### config.mk
export PLATFORM = sky130hd
export DESIGN_NAME = serial_adder_flat
export DESIGN_NICKNAME = d
export VERILOG_FILES = /design/src/rtl/serial_adder_if.sv /design/src/rtl/serial_adder.sv /design/src/flat_wrapper.sv
export SDC_FILE = /design/constraint.sdc
export NUM_CORES = 1
export LEC_CHECK = 0
export CAP_MARGIN = 20
export CELL_PAD_IN_SITES_DETAIL_PLACEMENT = 1
export CELL_PAD_IN_SITES_GLOBAL_PLACEMENT = 1
export CORE_ASPECT_RATIO = 1.1
export CORE_MARGIN = 2
export CORE_UTILIZATION = 41
export DETAILED_ROUTE_END_ITERATION = 7
export HOLD_SLACK_MARGIN = 0.03
export PLACE_DENSITY = 0.81
export REMOVE_ABC_BUFFERS = 1
export SYNTH_ARGS = -nofsm -noshare
export SYNTH_HDL_FRONTEND = slang
export SYNTH_SLANG_ARGS = --single-unit
export TNS_END_PERCENT = 1
### constraint.sdc
create_clock -name clk -period 1.9 [get_ports clk]
set_input_delay 0.19 -clock clk [delete_from_list [all_inputs] [get_ports clk]]
set_output_delay 0.19 -clock clk [all_outputs]
set_load 0.01 [all_outputs]
### src/rtl/serial_adder_if.sv
// Operand/result bundle for serial_adder: start/busy/done handshake plus the
// latched operands and registered result.
interface serial_adder_if #(
    parameter int WIDTH = 8
);
    logic             start;
    logic [WIDTH-1:0] a;
    logic [WIDTH-1:0] b;
    logic             cin;
    logic             sub;
    logic             busy;
    logic             done;
    logic [WIDTH-1:0] sum;
    logic             cout;
    logic             ovf;

    modport master (
        output start, a, b, cin, sub,
        input  busy, done, sum, cout, ovf
    );

    modport slave (
        input  start, a, b, cin, sub,
        output busy, done, sum, cout, ovf
    );
endinterface

### src/rtl/serial_adder.sv
// Multi-cycle adder/subtractor: STEP bits per clock, LSB first, with the ripple
// carry held in a register between slices. Subtraction is a + ~b + ~cin.
module serial_adder #(
    parameter int WIDTH = 8,
    parameter int STEP  = 1
) (
    input  logic           clk,
    input  logic           rst,
    serial_adder_if.slave  bus
);
    localparam int N  = WIDTH / STEP;
    localparam int CW = (N > 1) ? $clog2(N) : 1;
    localparam logic [CW-1:0] LAST = CW'(N - 1);

    typedef enum logic {IDLE, RUN} state_t;

    state_t           state_reg, state_next;
    logic [CW-1:0]    cnt_reg;
    logic [WIDTH-1:0] a_reg, b_reg, work_reg;
    logic             carry_reg;
    logic [WIDTH-1:0] sum_reg;
    logic             cout_reg, ovf_reg, done_reg;
    logic             accept, finish;

    // Ripple chain for one slice; slice_c[STEP-1] is the carry into the slice MSB.
    logic [STEP:0]          slice_c;
    logic [STEP-1:0]        slice_s;
    logic [WIDTH+STEP-1:0]  work_cat;
    logic [WIDTH-1:0]       work_shift;

    assign slice_c[0] = carry_reg;

    generate
        for (genvar gi = 0; gi < STEP; gi++) begin : g_cell
            assign slice_s[gi]   = a_reg[gi] ^ b_reg[gi] ^ slice_c[gi];
            assign slice_c[gi+1] = (a_reg[gi] & b_reg[gi]) |
                                   (slice_c[gi] & (a_reg[gi] ^ b_reg[gi]));
        end
    endgenerate

    // Result bits enter at the top and drift down, so after N slices slice 0 sits at bit 0.
    assign work_cat   = {slice_s, work_reg};
    assign work_shift = work_cat[WIDTH+STEP-1:STEP];

    always_comb begin
        state_next = state_reg;
        accept     = 1'b0;
        finish     = 1'b0;
        case (state_reg)
            IDLE: begin
                if (bus.start) begin
                    accept     = 1'b1;
                    state_next = RUN;
                end
            end
            RUN: begin
                if (cnt_reg == LAST) begin
                    finish     = 1'b1;
                    state_next = IDLE;
                end
            end
            default: state_next = IDLE;
        endcase
    end

    always_ff @(posedge clk or posedge rst) begin
        if (rst) begin
            state_reg <= IDLE;
        end else begin
            state_reg <= state_next;
        end
    end

    always_ff @(posedge clk or posedge rst) begin
        if (rst) begin
            cnt_reg   <= '0;
            a_reg     <= '0;
            b_reg     <= '0;
            work_reg  <= '0;
            carry_reg <= 1'b0;
            sum_reg   <= '0;
            cout_reg  <= 1'b0;
            ovf_reg   <= 1'b0;
            done_reg  <= 1'b0;
        end else begin
            done_reg <= finish;
            if (accept) begin
                cnt_reg   <= '0;
                a_reg     <= bus.a;
                b_reg     <= bus.b ^ {WIDTH{bus.sub}};
                carry_reg <= bus.cin ^ bus.sub;
                work_reg  <= '0;
            end else if (state_reg == RUN) begin
                cnt_reg   <= cnt_reg + CW'(1);
                a_reg     <= a_reg >> STEP;
                b_reg     <= b_reg >> STEP;
                carry_reg <= slice_c[STEP];
                work_reg  <= work_shift;
            end
            if (finish) begin
                sum_reg  <= work_shift;
                cout_reg <= slice_c[STEP];
                ovf_reg  <= slice_c[STEP] ^ slice_c[STEP-1];
            end
        end
    end

    assign bus.busy = (state_reg == RUN);
    assign bus.done = done_reg;
    assign bus.sum  = sum_reg;
    assign bus.cout = cout_reg;
    assign bus.ovf  = ovf_reg;
endmodule

### src/flat_wrapper.sv
// flat-port wrapper written by rule: the top's interface ports become plain ports
module serial_adder_flat 
#(
    parameter int WIDTH = 8,
    parameter int STEP  = 1
)
  (clk, rst, bus_start, bus_a, bus_b, bus_cin, bus_sub, bus_busy, bus_done, bus_sum, bus_cout, bus_ovf);
  serial_adder_if #(.WIDTH(WIDTH)) bus_i ();
  input  logic clk;
  input  logic rst;
  input wire logic [$bits(bus_i.start)-1:0] bus_start;
  input wire logic [$bits(bus_i.a)-1:0] bus_a;
  input wire logic [$bits(bus_i.b)-1:0] bus_b;
  input wire logic [$bits(bus_i.cin)-1:0] bus_cin;
  input wire logic [$bits(bus_i.sub)-1:0] bus_sub;
  output wire logic [$bits(bus_i.busy)-1:0] bus_busy;
  output wire logic [$bits(bus_i.done)-1:0] bus_done;
  output wire logic [$bits(bus_i.sum)-1:0] bus_sum;
  output wire logic [$bits(bus_i.cout)-1:0] bus_cout;
  output wire logic [$bits(bus_i.ovf)-1:0] bus_ovf;
  assign bus_i.start = bus_start;
  assign bus_i.a = bus_a;
  assign bus_i.b = bus_b;
  assign bus_i.cin = bus_cin;
  assign bus_i.sub = bus_sub;
  assign bus_busy = bus_i.busy;
  assign bus_done = bus_i.done;
  assign bus_sum = bus_i.sum;
  assign bus_cout = bus_i.cout;
  assign bus_ovf = bus_i.ovf;
  serial_adder #(.WIDTH(WIDTH), .STEP(STEP)) u_core (.clk(clk), .rst(rst), .bus(bus_i));
endmodule
# ---- Yosys cells after proc, flatten, opt, wreduce, memory -nomap -nowiden
# Index checks and enable logic that the tools add are counted.
dict set report op_classes {
  n_mul 0
  eq_ne 1
  mux 16
  order_cmp 0
  n_shift 0
  div 0
  addsub 1
  reduce_logical 1
  bitwise_logic 9
}
# operator count
set op_table {}
lappend op_table {{$mux W8} 6}
lappend op_table {{$xor A8 B8 Y8} 1}
lappend op_table {{$mux W1} 7}
lappend op_table {{$mux W3} 2}
lappend op_table {{$xor A1 B1 Y1} 4}
lappend op_table {{$add A3 B1 Y3 const B} 1}
lappend op_table {{$eq A3 B3 Y1 const B} 1}
lappend op_table {{$and A1 B1 Y1} 2}
lappend op_table {{$pmux W1 S2} 1}
lappend op_table {{$reduce_bool A2 Y1} 1}
lappend op_table {{$not A1 Y1} 1}
lappend op_table {{$or A1 B1 Y1} 1}
dict set report word_totals {
  n_memories 0
  ramBits 0
  regBits 40
  latchBits 0
  output_inout_bits 12
  in_bits 21
  romBits 0
}

# ---- Logic depth before layout (Yosys ltp)
# Gate-level depths: netlist of run 1.
dict set report logic_depth {
  ltp_word 5
  depth_mapped 5
  depth_no_buf 4
}

# ---- Worst setup path after synthesis of run 1
# No wires, ideal clock.
dict set report synth_path {
  path_type {reg2reg}
  from {register u_core.cnt_reg[0]}
  to {register u_core.cout_reg (netlist: u_core.bus.cout)}
  setup_slack_ns 0.485
  setup_ns 0.125
  path_buffers 1
  arrival_ns 1.289
  stages_incl_launch_ff 6
  cell_sequence {dfrtp_1 > ha_1 > ha_1 > nand2_1 > buf_6 > mux2_4}
}
dict set report synth_via {
  elab_chain_cells 3
}
# element line
set synth_lines {}
lappend synth_lines {{start: declaration} serial_adder.sv:18} ;# logic [CW-1:0] cnt_reg;
lappend synth_lines {{start signal: assignment} serial_adder.sv:94} ;# cnt_reg <= cnt_reg + CW'(1);
lappend synth_lines {{$eq A3 B3 Y1} serial_adder.sv:57} ;# if (cnt_reg == LAST) begin
lappend synth_lines {{$mux W1} serial_adder.sv:57}
lappend synth_lines {{$mux W1} serial_adder.sv:49} ;# case (state_reg)
lappend synth_lines {{end signal: assignment} serial_adder.sv:102} ;# cout_reg <= slice_c[STEP];
lappend synth_lines {{end: declaration} serial_adder.sv:22} ;# logic cout_reg, ovf_reg, done_reg;
# Every way passes these cells.
# A chain may end at the register's enable or synchronous reset.

# ---- Worst setup path in the final report of run 1
dict set report layout_path {
  from {register u_core.state_reg (netlist: u_core.bus.busy)}
  to {output port bus_busy}
}
# element line
set layout_lines {}
lappend layout_lines {{start: declaration} serial_adder.sv:17} ;# state_t state_reg, state_next;
lappend layout_lines {{start signal: assignment} serial_adder.sv:70} ;# state_reg <= state_next;
lappend layout_lines {{end: declaration} flat_wrapper.sv:16} ;# output wire logic [$bits(bus_i.busy)-1:0] bus_busy;
# No word-level cell between the ends.

==> flow_summary.ini, run 1 <==
[run_status]
status = completed

[clock_tree]
cts_max_level = 2
cts_tree = built
root_buffer = clkbuf_8
postCtsSetupBuffers = 0
worstSkewPairLatency_ns = 0.29
cts_buffer_depth = 2
cts_buffers = 5
holdBufCountCts = 0
clock-sinks = 39
clk_pin_slew_ns = 0.07
cts_repair_resize_count = 0

[timing]
max_freq_mhz = 566
period_share_pct = 93.0
period_needed_ns = 1.77
worst_pin_slew_ns = 0.495
hold_viol = 0
finClkSkew_ns = 0.00548
finalSetupViolCount = 0
finalMaxSlewViolations = 0
relSlewSlack_pct = 67.0
grt_setup_unrepaired = false

[final_layout]
synthToLayoutAreaGrowth_pct = 23.1
diodes = 0
layout_common_cells = dfrtp_1 (39), clkdlybuf4s50_1 (32), nand2_1 (23)
fin_nets = 213
drive_above_1_share_pct = 13.3
fin_util_pct = 52.5
final_cell_count_no_fill = 242
layout_commonest_cell = dfrtp_1
finalInstanceArea_um2 = 2270

[synthesis]
yosys_warnings = 0
yosysTopAreaCell = dfrtp_1
synthCells = 155
synth_seq_cells = 39
async_flop_share_pct = 100
ys_seq_area_share_pct = 53.0
synthTopCellsByArea = dfrtp_1 (53%), mux2_4 (7.3%), nand2_1 (4.7%)
synth.top_cell.area_share_pct = 53.0
yosysUniqueCellTypes = 28
avgSynthCellArea_um2 = 11.9
netlist_area_um2 = 1840
synth_ff_type = dfrtp_1
synth_edf_count = 0

[setup_path]
crit_type = reg2out
cp-end-kind = output pin
reg2regPathDepth = 5
critical_path.top_delay_family = flip-flops
path_buf_inv = 1
critPathSlowestCell = dfrtp_1
start_kind = register
arrival_ns = 1.58
cp_cell_sequence = clkdlybuf4s50_1
crit_cells = 1
cp.required_ns = 1.71
cp_max_fo = 16
cpPeakStageDelay_ns = 0.65

[detailed_routing]
routed_via_density = 5.10
wl_um = 3790
drt_iter0_drc = 42
routed-via-count = 1234
detail-route-antenna-nets = 0
wl_per_cell_um = 15.7
drt-pass1-iter-count = 4
remaining_drc_errors = 0

[placed_design]
placedCellCount = 236
place_congestion = 0.758
portBuffers = 32
dp_hpwl_um = 2740
postPlaceCellArea_um2 = 2190

[floorplanning]
dieArea_um2 = 5040
pin_count = 33
core_um2 = 4320
start_util_pct = 42.6
die_x_um = 67.9
rows = 25
fp.dieH_um = 74.3

[global_routing]
grt_pass1_vias = 1353
grt_max_degree = 40
grt_pass1_wl_um = 6360
gr-total-overflow = 0
grt_usage_pct = 17.3
antenna_found_initial = 0

[worst_hold_path]
min_path_type = in2async

[power_and_ir_drop]
pwr_density_cell_nw_per_um2 = 1400
leakagePower_nw = 1.04
vdd_drop_max_uv = 491

[run]
cap_violations = 0
synth_stat cells, types with 2 or more instances:
library cell,number
o21ai_1,9
buf_4,3
inv_1,2
nand2b_1,9
or3b_1,6
a221o_1,2
nor2_1,3
dfrtp_1,39
mux2_2,2
o21ai_0,7
and2_1,2
buf_2,3
xnor2_1,7
mux2_4,9
ha_1,2
o211ai_2,2
mux2i_1,8
o211ai_1,4
buf_6,3
nand2_1,23
xor2_1,3
metal layers:
metal | global-route usage (%) | up-vias | wire length (um)
li1 | - | 586 | -
met4 | 6.00 | 0 | 52
met3 | 3.33 | 7 | 154
met5 | 0 | - | 0
met1 | 20.6 | 612 | 1580
met2 | 31.0 | 29 | 2000
final cells by class:
cell class	count	area [um^2]
well taps	54	67.6
flip-flops and latches	39	976
multi-input cells	103	777
fillers	452	2050
repair buffers	38	365
clock buffers	6	72.6
inverters	2	7.51
cells by family after synthesis:
| kind of cell | after synthesis | synth area share [%] |
|---|---|---|
| xor+xnor | 10 | 4.76 |
| mux | 19 | 12.9 |
| fa+ha+maj | 3 | 2.45 |
| compound gates | 26 | 9.11 |
| flops | 39 | 53.0 |
| buf+inv | 13 | 4.76 |
| simple gates | 45 | 13.0 |
power by group:
part           internal (mW)  leakage [nW]  total (mW)  switching [mW]
registers               1.17         0.507        1.43           0.261
clock network          0.245        0.0371       0.511           0.266
logic                  0.673         0.498        1.23           0.556
per-stage QoR:
stage          setup slack [ns]  hold slack (ns)  total power, mW  TNS, ns
2_1_floorplan            -0.334            0.280             2.13    -3.32
3_3_place_gp              0.248            0.462             2.56        0
3_5_place_dp              0.165            0.481             2.68        0
4_1_cts                   0.134            0.343             3.22        0
5_1_grt                  0.0713            0.392             3.42        0
6_report                  0.134            0.329             3.17        0
final timing paths:
kind / slack (ns) / start / end
worst max-delay path: 0.13 / u_core.bus.busy / bus_busy
worst min-delay path: 0.33 / rst / u_core.a_reg[0]
worst max register to register: 0.34 / u_core.cnt_reg[0] / u_core.bus.sum[7]
worst min register to register: 0.49 / u_core.b_reg[5] / u_core.b_reg[4]
max in group asynchronous: 1.22 / rst / u_core.work_reg[5]
min in group clk: 0.49 / u_core.b_reg[5] / u_core.b_reg[4]
(Power assumes the default switching activity.)
==> inputs of run 2 (changes only) <==
--- a/config.mk
+++ b/config.mk
@@ -12,6 +12,7 @@
 export CORE_MARGIN = 2
 export CORE_UTILIZATION = 41
 export DETAILED_ROUTE_END_ITERATION = 7
+export GPL_TIMING_DRIVEN = 0
 export HOLD_SLACK_MARGIN = 0.03
 export PLACE_DENSITY = 0.81
 export REMOVE_ABC_BUFFERS = 1
==> run 2 against run 1 <==
Against the previous run:
- power grew 2.4%
- cell count shrank 0.83%
- largest cell class unchanged
- register-to-register slack lost 0.20 ns
- largest power group unchanged
- clock skew is essentially flat
==> flow_summary.ini, run 2 (synthesis results as in run 1) <==
[timing]
period_share_pct = 92.8
period_needed_ns = 1.76
max_freq_mhz = 567
setup_slack_ns = 0.137
grt_setup_unrepaired = false
hold_viol = 0
relSlewSlack_pct = 45.5
holdWs_ns = 0.386
finClkSkew_ns = 0.00530
finalSetupViolCount = 0
finalMaxSlewViolations = 0
worst_pin_slew_ns = 0.817

[global_routing]
grt_pass1_wl_um = 6110
grt_usage_pct = 16.3
gr-total-overflow = 0
grt_max_degree = 40
gr-usage-met2_pct = 28.9
antenna_found_initial = 0
use_met3_pct = 4.54
grt_pass1_vias = 1365
grt.busiest_layer = met2
grt_use_met1_pct = 18.8

[clock_tree]
holdBufCountCts = 0
root_buffer = clkbuf_8
cts_max_level = 2
clk_pin_slew_ns = 0.07
cts_buffer_depth = 2
worstSkewPairLatency_ns = 0.29
clock-sinks = 39
cts_tree = built
cts_buffers = 5

[final_layout]
fin_nets = 210
fillers = 475
drive_above_1_share_pct = 14.0
final_cell_count_no_fill = 240
finalInstanceArea_um2 = 2290
layout_common_cells = dfrtp_1 (38), clkdlybuf4s50_1 (31), nand2_1 (23)
layout_commonest_cell = dfrtp_1
synthToLayoutAreaGrowth_pct = 24.3
diodes = 0

[setup_path]
cp-end-kind = register
crit_top_cell = ha_1
crit_type = reg2reg
cp_max_fo = 11
arrival_ns = 1.94
regToRegSetupSlack_ns = 0.14
cpPeakStageDelay_ns = 0.48
cp.required_ns = 2.08
critPathSlowestCell = nand2_1
cp_cell_sequence = ha_1, ha_1, nand2_1, mux2_2
start_kind = register

[detailed_routing]
drt_iter0_drc = 58
remaining_drc_errors = 0
routed-via-count = 1225
routed_via_density = 5.10
drt-pass1-iter-count = 4
detail-route-antenna-nets = 0
wl_um = 3610
wl_per_cell_um = 15.1

[floorplanning]
core_um2 = 4320
rows = 25
start_util_pct = 42.6
pin_count = 33
fp.dieH_um = 74.3
dieArea_um2 = 5040
die_x_um = 67.9

[placed_design]
postPlaceCellArea_um2 = 2180
place_congestion = 0.701
dp_hpwl_um = 2570
portBuffers = 32
placedCellCount = 231
dpl_worst_slack_ns = -0.301

[run_status]
status = completed

[power_and_ir_drop]
leakagePower_nw = 1.05
combPwrFrac_pct = 38.8
vdd_drop_max_uv = 535
seqPwrFrac_pct = 43.8
p_clk_share_pct = 17.4
pwr_density_cell_nw_per_um2 = 1420
p_switching_mw = 1.08
swShare_pct = 33.2
intPower_mw = 2.17

[run]
cap_violations = 0

[worst_hold_path]
min_path_type = in2async
-- run 2: changes by cell type in the layout (fill, tap and decap cells not counted), sizes merged --
cell and delta:
clkinv +1, buf -3, clkdlybuf4s50 -1, dlygate4sd2 +1
-- run 2: cell type report --
class	count	area, um^2	area share, %
clock buffer	6	82.6	3.61
clock inverter	1	5.00	0.219
inverter	2	7.51	0.328
multi-input combinational	103	777	34.0
sequential	39	980	42.8
tap	54	67.6	2.95
timing repair buffer	35	369	16.1
-- run 2: power by group through the flow --
stage	Sequential (mW)	Combinational (mW)	Clock, mW
6_report	1.42	1.26	0.563
5_1_grt	1.47	1.41	0.622
4_1_cts	1.45	1.23	0.576
3_5_place_dp	1.46	1.22	0
3_3_place_gp	1.49	1.02	0
2_1_floorplan	1.48	0.650	0
-- run 2: timing repair --
| action | 4_1_cts | 5_1_grt |
|---|---|---|
| buffers inserted | 0 | 1 |
| gates resized for setup | 3 | 0 |
| gates cloned | 0 | 0 |
| setup endpoints to repair | 12 | 1 |
-- run 2: routing by layer --
layer / vias up / share of wire, %
met5: - / 0
met4: 0 / 1.4
met3: 7 / 4.0
met2: 29 / 52
met1: 607 / 42
li1: 582 / -
-- run 2: worst max-delay path: cells and delay by family (launching register included) --
kind,cells,cell delay (ns)
multiplexers,1,0.40
flip-flops,1,0.39
adder cells (fa/ha/maj),2,0.39
AND/OR/NAND/NOR,1,0.48
-- run 2: final timing paths --
check | start | to | cells after the start
max | u_core.cnt_reg[0] | u_core.bus.sum[7] | 4
max in group asynchronous | rst | u_core.bus.busy | 2
min reg2reg | u_core.b_reg[6] | u_core.b_reg[5] | 2
max reg2reg | u_core.cnt_reg[0] | u_core.bus.sum[7] | 4
min in group clk | u_core.b_reg[6] | u_core.b_reg[5] | 2
min | rst | u_core.bus.sum[4] | 2
-- run 2: metrics by stage --
stage	power (mW)	setup TNS [ns]	util, %
global placement	2.51	-9.26	49.8
detailed placement	2.68	-3.11	50.4
floorplan	2.13	-3.32	-
finish	3.24	0	53.0
CTS	3.25	0	52.5
global route	3.51	0	53.0
==> inputs of run 3 (changes only) <==
--- a/config.mk
+++ b/config.mk
@@ -12,7 +12,7 @@
 export CORE_MARGIN = 2
 export CORE_UTILIZATION = 41
 export DETAILED_ROUTE_END_ITERATION = 7
-export GPL_TIMING_DRIVEN = 0
+export GPL_TIMING_DRIVEN = 1
 export HOLD_SLACK_MARGIN = 0.03
 export PLACE_DENSITY = 0.81
 export REMOVE_ABC_BUFFERS = 1
==> results of run 3 <==
Final layout, timing and power as in run 1 (identical DEF).
